--- config.mk ---
export PLATFORM = sky130hd
export DESIGN_NAME = seq_pattern_gen
export DESIGN_NICKNAME = d
export VERILOG_FILES = /design/src/rtl/seq_gen_pkg.sv /design/src/rtl/seq_piso_shift.sv /design/src/rtl/seq_pattern_gen.sv
export SDC_FILE = /design/constraint.sdc
export NUM_CORES = 1
export LEC_CHECK = 0
export CORE_ASPECT_RATIO = 2
export CORE_MARGIN = 2
export CORE_UTILIZATION = 50
export CTS_BUF_LIST = sky130_fd_sc_hd__clkbuf_4 sky130_fd_sc_hd__clkbuf_8 sky130_fd_sc_hd__clkbuf_16
export DETAILED_ROUTE_END_ITERATION = 6
export PLACE_DENSITY_LB_ADDON = 0.12
export SKIP_CTS_REPAIR_TIMING = 1
export SLEW_MARGIN = 20
export SYNTH_ARGS = -nofsm -noshare
export SYNTH_HDL_FRONTEND = slang
export SYNTH_SLANG_ARGS = --single-unit
--- constraint.sdc ---
create_clock -name clk -period 1.85 [get_ports clk]
set_input_delay 0.37 -clock clk [delete_from_list [all_inputs] [get_ports clk]]
set_output_delay 0.37 -clock clk [all_outputs]
set_load 0.005 [all_outputs]
--- src/rtl/seq_gen_pkg.sv ---
//------------------------------------------------------------------------------
// Module   : seq_gen_pkg
// Purpose  : Shared definitions for the serial pattern generator: FSM state
//            encoding and default widths.
// Ports    : none (package)
// Revision : 1.0 - initial release
//------------------------------------------------------------------------------
`default_nettype none

package seq_gen_pkg;

  localparam int unsigned c_DEF_PAT_W = 4;
  localparam int unsigned c_DEF_CNT_W = 8;

  typedef enum logic [1:0] {
    IDLE = 2'd0,
    SEND = 2'd1,
    GAP  = 2'd2
  } state_e;

endpackage

`default_nettype wire

--- src/rtl/seq_piso_shift.sv ---
//------------------------------------------------------------------------------
// Module   : seq_piso_shift
// Purpose  : Parallel-load, MSB-first shift register. Zeros are shifted in at
//            the LSB, so after WIDTH shifts the register is empty and the
//            serial output rests at 0.
// Ports    : clk      - rising-edge clock
//            rst      - asynchronous active-high clear
//            load_i   - load data_i (has priority over shift_i)
//            shift_i  - shift one position towards the MSB
//            data_i   - parallel load value
//            sout_o   - serial output (current MSB)
// Revision : 1.0 - initial release
//------------------------------------------------------------------------------
`default_nettype none

module seq_piso_shift #(
  parameter int unsigned WIDTH = 4
) (
  input  logic             clk,
  input  logic             rst,
  input  logic             load_i,
  input  logic             shift_i,
  input  logic [WIDTH-1:0] data_i,
  output logic             sout_o
);

  logic [WIDTH-1:0] shreg_q;
  logic [WIDTH-1:0] shreg_d;

  always_comb begin
    shreg_d = shreg_q;
    if (load_i) begin
      shreg_d = data_i;
    end else if (shift_i) begin
      shreg_d = {shreg_q[WIDTH-2:0], 1'b0};
    end
  end

  always_ff @(posedge clk or posedge rst) begin
    if (rst) begin
      shreg_q <= '0;
    end else begin
      shreg_q <= shreg_d;
    end
  end

  assign sout_o = shreg_q[WIDTH-1];

endmodule

`default_nettype wire

--- src/rtl/seq_pattern_gen.sv ---
//------------------------------------------------------------------------------
// Module   : seq_pattern_gen
// Purpose  : Serial pattern transmitter. Sends a latched PAT_W-bit pattern
//            MSB-first, repeated repeat_cnt times with gap_len idle cycles
//            between copies, then pulses done.
// Ports    : clk        - rising-edge clock
//            rst        - asynchronous active-high reset
//            start      - request pulse, sampled only in IDLE
//            abort      - synchronous cancel of the current transfer
//            pattern    - pattern to send (MSB first)
//            repeat_cnt - number of copies (0 = none, done only)
//            gap_len    - idle cycles between copies (0 = back-to-back)
//            x          - registered serial data
//            valid      - x carries a pattern bit
//            busy       - transfer in progress (SEND or GAP)
//            done       - one-cycle completion pulse
// Revision : 1.0 - initial release
//------------------------------------------------------------------------------
`default_nettype none

module seq_pattern_gen
  import seq_gen_pkg::*;
#(
  parameter int unsigned PAT_W = c_DEF_PAT_W,
  parameter int unsigned CNT_W = c_DEF_CNT_W
) (
  input  logic             clk,
  input  logic             rst,
  input  logic             start,
  input  logic             abort,
  input  logic [PAT_W-1:0] pattern,
  input  logic [CNT_W-1:0] repeat_cnt,
  input  logic [CNT_W-1:0] gap_len,
  output logic             x,
  output logic             valid,
  output logic             busy,
  output logic             done
);

  localparam int unsigned     c_BIT_W = (PAT_W > 2) ? $clog2(PAT_W) : 1;
  localparam logic [c_BIT_W-1:0] c_LAST_BIT = c_BIT_W'(PAT_W - 1);
  localparam logic [CNT_W-1:0]   c_ONE      = CNT_W'(1);

  state_e             state_q, state_d;
  logic [c_BIT_W-1:0] bit_cnt_q, bit_cnt_d;
  logic [CNT_W-1:0]   copies_q, copies_d;
  logic [CNT_W-1:0]   gap_cnt_q, gap_cnt_d;
  logic [CNT_W-1:0]   gap_len_q, gap_len_d;
  logic [PAT_W-1:0]   pat_q, pat_d;
  logic               done_q, done_d;
  logic               valid_q, busy_q;

  logic               sr_load;
  logic               sr_shift;
  logic [PAT_W-1:0]   sr_data;
  logic               sr_out;

  always_comb begin
    state_d   = state_q;
    bit_cnt_d = bit_cnt_q;
    copies_d  = copies_q;
    gap_cnt_d = gap_cnt_q;
    gap_len_d = gap_len_q;
    pat_d     = pat_q;
    done_d    = 1'b0;
    sr_load   = 1'b0;
    sr_shift  = 1'b0;
    sr_data   = pat_q;

    unique case (state_q)
      IDLE: begin
        // abort outranks a simultaneous start
        if (start && !abort) begin
          if (repeat_cnt != '0) begin
            pat_d     = pattern;
            copies_d  = repeat_cnt;
            gap_len_d = gap_len;
            bit_cnt_d = '0;
            sr_load   = 1'b1;
            sr_data   = pattern;
            state_d   = SEND;
          end else begin
            done_d = 1'b1;
          end
        end
      end

      SEND: begin
        if (abort) begin
          // Loading zero empties the shifter so x drops with valid.
          sr_load   = 1'b1;
          sr_data   = '0;
          bit_cnt_d = '0;
          copies_d  = '0;
          gap_cnt_d = '0;
          state_d   = IDLE;
        end else if (bit_cnt_q == c_LAST_BIT) begin
          bit_cnt_d = '0;
          copies_d  = copies_q - c_ONE;
          if (copies_q == c_ONE) begin
            // Final shift leaves the register at zero.
            sr_shift = 1'b1;
            done_d   = 1'b1;
            state_d  = IDLE;
          end else if (gap_len_q != '0) begin
            sr_shift  = 1'b1;
            gap_cnt_d = gap_len_q;
            state_d   = GAP;
          end else begin
            // Back-to-back: reload in place, no bubble.
            sr_load = 1'b1;
          end
        end else begin
          bit_cnt_d = bit_cnt_q + 1'b1;
          sr_shift  = 1'b1;
        end
      end

      GAP: begin
        if (abort) begin
          copies_d  = '0;
          gap_cnt_d = '0;
          state_d   = IDLE;
        end else if (gap_cnt_q == c_ONE) begin
          gap_cnt_d = '0;
          sr_load   = 1'b1;
          state_d   = SEND;
        end else begin
          gap_cnt_d = gap_cnt_q - c_ONE;
        end
      end

      default: begin
        state_d = IDLE;
      end
    endcase
  end

  always_ff @(posedge clk or posedge rst) begin
    if (rst) begin
      state_q   <= IDLE;
      bit_cnt_q <= '0;
      copies_q  <= '0;
      gap_cnt_q <= '0;
      gap_len_q <= '0;
      pat_q     <= '0;
      done_q    <= 1'b0;
      valid_q   <= 1'b0;
      busy_q    <= 1'b0;
    end else begin
      state_q   <= state_d;
      bit_cnt_q <= bit_cnt_d;
      copies_q  <= copies_d;
      gap_cnt_q <= gap_cnt_d;
      gap_len_q <= gap_len_d;
      pat_q     <= pat_d;
      done_q    <= done_d;
      valid_q   <= (state_d == SEND);
      busy_q    <= (state_d != IDLE);
    end
  end

  seq_piso_shift #(
    .WIDTH (PAT_W)
  ) u_shift (
    .clk     (clk),
    .rst     (rst),
    .load_i  (sr_load),
    .shift_i (sr_shift),
    .data_i  (sr_data),
    .sout_o  (sr_out)
  );

  assign x     = sr_out;
  assign valid = valid_q;
  assign busy  = busy_q;
  assign done  = done_q;

endmodule

`default_nettype wire
[After elaboration in Yosys (flattened, before gate mapping)]
Cells that the tools add are included.
Storage, ports and cells
  bits in registers: 39
  input bits: 24
  output and inout bits: 4
  logic and storage cells: 92
Operators by class
  add/subtract/negate cells: 3
  eq/ne operators: 12
  mux-type cells: 53
  reduce and logical (&&, ||, !) cells: 14
Operators with widths (number)
  8-bit two-way mux: 11
  2-bit two-way mux: 12
  8-bit case mux with 3 select lines: 1
  4-bit two-way mux: 5
  1-bit two-way mux: 18
  8-bit by 1-bit == test with 1-bit output, second input constant: 2
  8-bit case mux with 2 select lines: 1
  8-bit nonzero test: 2
  8-bit by 1-bit subtractor with 8-bit output, second input constant: 2
  3-bit != test, second input constant: 3
  4-bit case mux with 2 select lines: 1
  2-bit nonzero test: 4
  2-bit != test, second input constant: 3
  2-bit case mux with 3 select lines: 1
  3-bit AND reduction: 2
  5-bit AND reduction: 1
  2-bit by 1-bit == test with 1-bit output, second input constant: 2
  2-bit == test, second input constant: 2
  2-bit case mux with 2 select lines: 1
  4-bit AND reduction: 1
  1-bit case mux with 3 select lines: 1
  3-bit nonzero test: 1
  2-bit by 1-bit adder with 2-bit output, second input constant: 1
  2-bit zero test: 1
  other kinds (3): 3

[Longest topological paths before layout]
Gate-level depths: netlist of the first run.
  word-level depth: 8
  mapped depth: 9
  depth with buffers taken out: 7

[By module]
A second synthesis of the first run with hierarchy kept.
Second synthesis, totals
  cells, all modules: 228
  area, all modules: 2247.2 um^2
By module, submodules not included
  seq_pattern_gen: instances 1, cells an instance 211, area an instance 2072.0 um^2, sequential area each 875.8 um^2
  seq_piso_shift: instances 1, cells an instance 17, area an instance 175.2 um^2, sequential area each 100.1 um^2

[Worst setup path before layout of the first run]
Ideal clock, no wire load.
  path kind: register to register
  start: reg state_q[1]
  end: reg gap_cnt_q[2]
  setup time: 0.083 ns
  data arrival time: 1.685 ns
  data required time: 1.767 ns
  setup slack: 0.082 ns
  cell stages (with the launch flop): 9
  path buffers: 1
  period minus slack after synthesis: 1.768 ns
  path through: dfrtp_1 -> inv_1 -> ha_1 -> nor2b_1 -> nor2_1 -> a21oi_2 -> buf_2 -> o21ai_0 -> o21ai_0
On the way
  cells in the longest elaborated chain, start to end: 3
  elaborated cells on any way between the ends: 8
  classes of those cells: eq/ne: 5; mux: 1; reduce/logical: 2
Ends and longest elaborated chain
  from (decl): line seq_pattern_gen.sv:44  | state_e state_q, state_d;
  from (signal assigned): line seq_pattern_gen.sv:151  | state_q <= state_d;
  2-bit by 1-bit == test with 1-bit output or 2-bit == test (tied branches): line seq_pattern_gen.sv:70  | unique case (state_q)
  3-bit != test (no line) or 2-bit nonzero test (tied branches)
  4-bit AND reduction (no line)
  to (signal assigned): line seq_pattern_gen.sv:154  | gap_cnt_q <= gap_cnt_d;
  to (decl): line seq_pattern_gen.sv:47  | logic [CNT_W-1:0] gap_cnt_q, gap_cnt_d;
Several ways; a longest one is shown, not always the timed one.
A chain may end at the register's enable or synchronous reset.

[Worst setup path in the final report of the first run]
  start: reg state_q[0]
  end: reg copies_q[0]
On the way
  cells in the longest elaborated chain, start to end: 3
  elaborated cells on any way between the ends: 10
  classes of those cells: eq/ne: 6; mux: 1; reduce/logical: 3
Ends and longest elaborated chain
  2-bit by 1-bit == test with 1-bit output (tied with other cells): line seq_pattern_gen.sv:70
  3-bit != test (no line) (tied with other cells)
  5-bit AND reduction (no line)
  to (signal assigned): line seq_pattern_gen.sv:153  | copies_q <= copies_d;
  to (decl): line seq_pattern_gen.sv:46  | logic [CNT_W-1:0] copies_q, copies_d;
Several ways; a longest one is shown, not always the timed one.

==> results of run 1 <==
[cell families after synthesis]
group	count (synthesis)	synth area share [%]
AO/OA/AOI/OAI	78	23.2
adder cells (fa/ha/maj)	9	5.06
buffers and inverters	18	4.33
flip-flops	39	43.8
multiplexers	19	9.21
AND/OR/NAND/NOR	61	14.4
[through the flow]
step           worst slack, ns  instances  utilization (%)  cell area (um^2)
4_1_cts                 -0.239        341             66.9              2880
6_report                0.0337        350             72.4              3110
3_3_place_gp            -0.526        333             64.5              2770
3_5_place_dp            -0.541        333             64.5              2770
2_1_floorplan           0.0823        224                -              2230
5_1_grt                -0.0282        350             72.4              3110
[synthesized netlist by cell type (2+ instances only)]
cell	count	area (um^2)
nor2_1	23	86.3
dfrtp_1	39	976
nor3_1	5	25.0
o21ai_0	23	115
a22oi_1	7	52.6
nor2b_1	4	25.0
o21ai_2	2	17.5
ha_1	9	113
mux2_2	11	124
buf_6	3	33.8
inv_1	12	45.0
nor3b_1	2	15.0
buf_2	2	10.0
nor4_2	4	50.1
a32oi_1	6	52.6
nor4_1	3	18.8
or4_1	2	15.0
a31oi_1	3	18.8
nand3b_1	2	15.0
o21ai_1	7	35.0
nand2_1	11	41.3
mux2i_1	7	70.1
nand3_1	2	10.0
a21oi_1	15	75.1
[how the worst max path moves through the flow]
stage | endpoint | cells after the start | from
finish | copies_q[0] | 7 | state_q[0]
global route | u_shift.shreg_q[3] | 5 | gap_len_q[7]
CTS | copies_q[0] | 7 | repeat_cnt[0]
detailed placement | copies_q[0] | 7 | repeat_cnt[0]
global placement | copies_q[0] | 7 | repeat_cnt[1]
floorplan | gap_cnt_q[2] | 8 | state_q[1]
[where the power goes]
| part | switching (mW) | internal [mW] |
|---|---|---|
| clock | 0.282 | 0.355 |
| sequential | 0.347 | 1.21 |
| combinational | 0.979 | 0.945 |
[critical path: stages (launching register included)]
cell and delay (ns):
dfrtp_1 0.39, inv_2 0.07, ha_2 0.19, nor2b_4 0.13
buf_4 0.14, a2111o_2 0.51, a211oi_2 0.20, a21oi_1 0.07
[layout make-up]
cell class                      count  area (um^2)  area share [%]
Clock buffer                        8          104            3.34
Tap cell                           54         67.6            2.17
Sequential cell                    39          976            31.4
Inverter                           12         45.0            1.45
Timing Repair Buffer               69          634            20.4
Multi-Input combinational cell    168         1280            41.2
[flip-flops by register name (all words and copies together) (netlist names)]
name             cells
state_q              2
gap_len_q            8
gap_cnt_q            8
done                 1
u_shift.shreg_q      4
copies_q             8
bit_cnt_q            2
busy                 1
pat_q                4
valid                1
[metal layers]
layer  track usage [%]  vias up
met4              11.6        0
li1                  -      978
met1              22.7      963
met5                 0        -
met2              48.3       33
met3              2.91       21
==> metrics.txt, run 1 <==
Syn Inst Count=224; Die Span Y=98.4 um; CTS Sinks=39; PortBufs=27; CTS tree=built; worst-case reg-to-reg path depth=7; fillers=roughly 340; fmax=0.551 GHz; commonest non-fill, non-tap cells in the layout=dfrtp_1 (39), buf_4 (39), nor2_1 (23); Final Max Slew Viols=0; PwrDens=between 1000 and 1500 nW/um^2; count of flip-flops with a built-in enable after synthesis=0; core footprint=4300 um^2; gr usage total=24.3%; # rows=34; drt pass-1 iters=4; peak supply drop=929 uV; IO Pins=28; Top Metal Used=met4; crit path capture type=flop; Mapped Area=approximately 2200 um^2; initial antenna violation count=0; HP Start=repeat_cnt[1]; Startpoint Class=flop; Final min period=1.82 ns; # setup viols final=0; Hold Crit Class=primary input to flop; HPWL after DPL=around 4300 um; CTS buffer count=5; run status=finished, final reports clean; r2r endpoint=copies_q[0]; htree depth=2; Via density=5.70; Max clock buf depth=2; WL met1=just over 2000 um; Met3 Wirelength=88 um; worst-path fanout max=6; relative slew slack=between 60% and 70%; worst-margin pin slew=between 0.5 and 0.6 ns; drt total wl=5780 um; clock skew=0.00332 ns; hold slack=0.425 ns; Min-Delay Endpoint=copies_q[1]; Setup CP Type=flop to flop; pin count of the biggest net entering global routing=40; Clock Latency Late Sink=0.28 ns; 1st-iter DRT viols=57; crit share post-route=98.2%; via count=between 1500 and 2000; Req. time, crit path=2.01 ns; FFs w/ async S/R, synth=100%; layout cells sized above 1=between 30% and 40%; P&R area growth vs syn=39.6%; fin nets=about 330; initial core utilization=51.8%; Synth Warn #=0; Syn Area/Cell=just under 10 um^2; Yosys reg bits=39; number of global-route vias before repair=2062; die area=5040 um^2; Max-Cap Viols=0; critical path arrival=1.98 ns; Clock transition at path regs=0.07 ns; WL met2=3390 um; Critical R2R Launch=state_q[0]; Cell variety after synth=44; Die W=approximately 51 um; Power Total=4.12 mW; register area share after synthesis=43.8%; drt drc=0; RSZ-0062 raised after global routing=true; routability congestion estimate=0.859; final hold vios=0; setup_tns=0 ns; P_leak=1.41 nW; worst reg2reg setup slack=0.03 ns; ANT nets after route=0; routed length per instance=16.5 um; CTS root buf=clkbuf_8; Hold Path Cell Cnt=3; ANT cells=0; total gr overflow=0; Synth Flop Type=dfrtp_1; first-pass GRT wire length=9260 um; Post-Syn Nets=about 260
(Power assumes the default switching activity.)
==> run 2: changes to the inputs <==
CTS_BUF_LIST = sky130_fd_sc_hd__clkbuf_8 sky130_fd_sc_hd__clkbuf_16   (was sky130_fd_sc_hd__clkbuf_4 sky130_fd_sc_hd__clkbuf_8 sky130_fd_sc_hd__clkbuf_16)
GPL_ROUTABILITY_DRIVEN = 1   (was default)
TNS_END_PERCENT = 20   (was default)
==> metrics.txt, run 2 (synthesized netlist as in run 1, its figures left out) <==
crit share post-route=98.3% (+0.12 points); Via density=5.72 (+0.34%); relative slew slack=66.1% (-0.14 points); initial core utilization=51.8% (unchanged); initial antenna violation count=0 (unchanged); IO Pins=28 (unchanged); total gr overflow=0 (unchanged); drt pass-1 iters=4 (unchanged); critical path arrival=1.98 ns (about the same); Startpoint Class=flop; Max-Cap Viols=0 (unchanged); htree depth=2 (unchanged); CTS tree=built; core footprint=4300 um^2 (unchanged); fillers=348 (+1.5%); commonest non-fill, non-tap cells in the layout=dfrtp_1 (39), buf_4 (38), nor2_1 (23); PortBufs=27 (unchanged); Req. time, crit path=2.01 ns (about the same); Final Non-Filler Cells=349 (-0.29%); Max clock buf depth=2 (unchanged); run status=finished, final reports clean; CP peak stage delay=0.51 ns (about the same); finished layout cell area=3100 um^2 (-0.36%); worst-margin pin slew=0.508 ns (+0.00203 ns); biggest regs=copies_q x8, gap_cnt_q x8, gap_len_q x8; placed insts=333 (unchanged); Die Span Y=98.4 um (unchanged); fin nets=327 (-0.30%); CTS buffer count=5 (unchanged); Final min period=1.82 ns (+0.00221 ns); CTS Sinks=39 (unchanged); layout cells sized above 1=30.5% (-0.57 points); P&R area growth vs syn=39.1%; PwrDens=1320 nW/um^2 (about the same); first-pass GRT wire length=9260 um (unchanged); gr usage total=24.3% (unchanged); crit path capture type=flop; dpl cell area=2770 um^2 (unchanged); worst-path fanout max=6 (unchanged); Setup CP Type=flop to flop; HP Start=repeat_cnt[1]; worst-case reg-to-reg path depth=7 (unchanged); CTS root buf=clkbuf_8; final hold vios=0 (unchanged); Critical R2R Launch=state_q[0]; ANT cells=0 (unchanged); HPWL after DPL=4260 um (unchanged); r2r endpoint=copies_q[0]; 1st-iter DRT viols=46 (-19%); RSZ-0062 raised after global routing=true; clock skew=0.00216 ns (-0.00116 ns); fmax=0.550 GHz (-0.12%); Final Max Slew Viols=0 (unchanged); peak supply drop=930 uV (about the same); drt total wl=5760 um (-0.35%); ANT nets after route=0 (unchanged); routed length per instance=16.5 um (about the same); # setup viols final=0 (unchanged); Hold Path Cell Cnt=3 (unchanged); die area=5040 um^2 (unchanged); drt drc=0 (unchanged); slowest library cell on the worst path=a2111o_2; P_leak=1.41 nW (-0.24%); Die W=51.2 um (unchanged); pin count of the biggest net entering global routing=40 (unchanged); setup_tns=0 ns (unchanged); most common cell after layout, fill and taps aside=dfrtp_1; Critical Path, Cell by Cell=inv_2 -> ha_2 -> nor2b_4 -> buf_4 -> a2111o_2 -> a211oi_2 -> a21oi_1; via count=1996 (+0.050%); worst reg2reg setup slack=0.03 ns (about the same); hold slack=0.424 ns (-0.000378 ns); routability congestion estimate=0.859 (unchanged); Min-Delay Endpoint=copies_q[1]; # rows=34 (unchanged); number of global-route vias before repair=2056 (-0.29%); Clock transition at path regs=0.07 ns (about the same); Hold Crit Class=primary input to flop; Clock Latency Late Sink=0.28 ns (about the same)
run 2: cell types whose count changed in the layout (fill, tap and decap cells not counted):
cell | before | now
buf_4 | 39 | 38
clkbuf_4 | 1 | 0
inv_1 | 10 | 11
run 2: worst max path at each step:
stage                   from            to  depth (start not counted)
3_5_place_dp   repeat_cnt[0]   copies_q[0]                          7
4_1_cts        repeat_cnt[0]   copies_q[0]                          7
3_3_place_gp   repeat_cnt[1]   copies_q[0]                          7
6_report          state_q[0]   copies_q[0]                          7
5_1_grt           state_q[1]  gap_len_q[7]                          7
2_1_floorplan     state_q[1]  gap_cnt_q[2]                          8
run 2: critical path: cells and delay by family (launching register included):
family          cells  cell delay [ns]
simple gates        1             0.13
fa+ha+maj           1             0.19
buf+inv             2             0.21
compound gates      3             0.78
flops               1             0.39
run 2: metrics by stage:
stage / utilization, % / total power [mW] / setup WS, ns
floorplan: - / 2.57 / 0.0823
global placement: 64.5 / 3.22 / -0.526
detailed placement: 64.5 / 3.26 / -0.541
CTS: 66.9 / 3.88 / -0.239
global route: 72.1 / 4.41 / -0.0304
finish: 72.1 / 4.10 / 0.0315
run 2: per-layer routing:
layer,wire length (um),GRT usage (%)
met4,260,11.6
met5,0,0
met1,2030,22.7
met3,96,2.91
met2,3370,48.3
run 2: final cells by class:
class | count | area, um^2 | share of cell area (%)
well taps | 54 | 67.6 | 2.18
flip-flops and latches | 39 | 976 | 31.5
clock inverters | 1 | 3.75 | 0.121
inverters | 12 | 45.0 | 1.45
repair buffers | 68 | 627 | 20.2
clock buffers | 7 | 96.3 | 3.11
multi-input cells | 168 | 1280 | 41.4
run 2: power breakdown:
part	switching [mW]	total (mW)	internal, mW	leakage, nW
registers	0.347	1.56	1.21	0.486
clock network	0.280	0.615	0.335	0.0557
logic	0.982	1.93	0.945	0.868
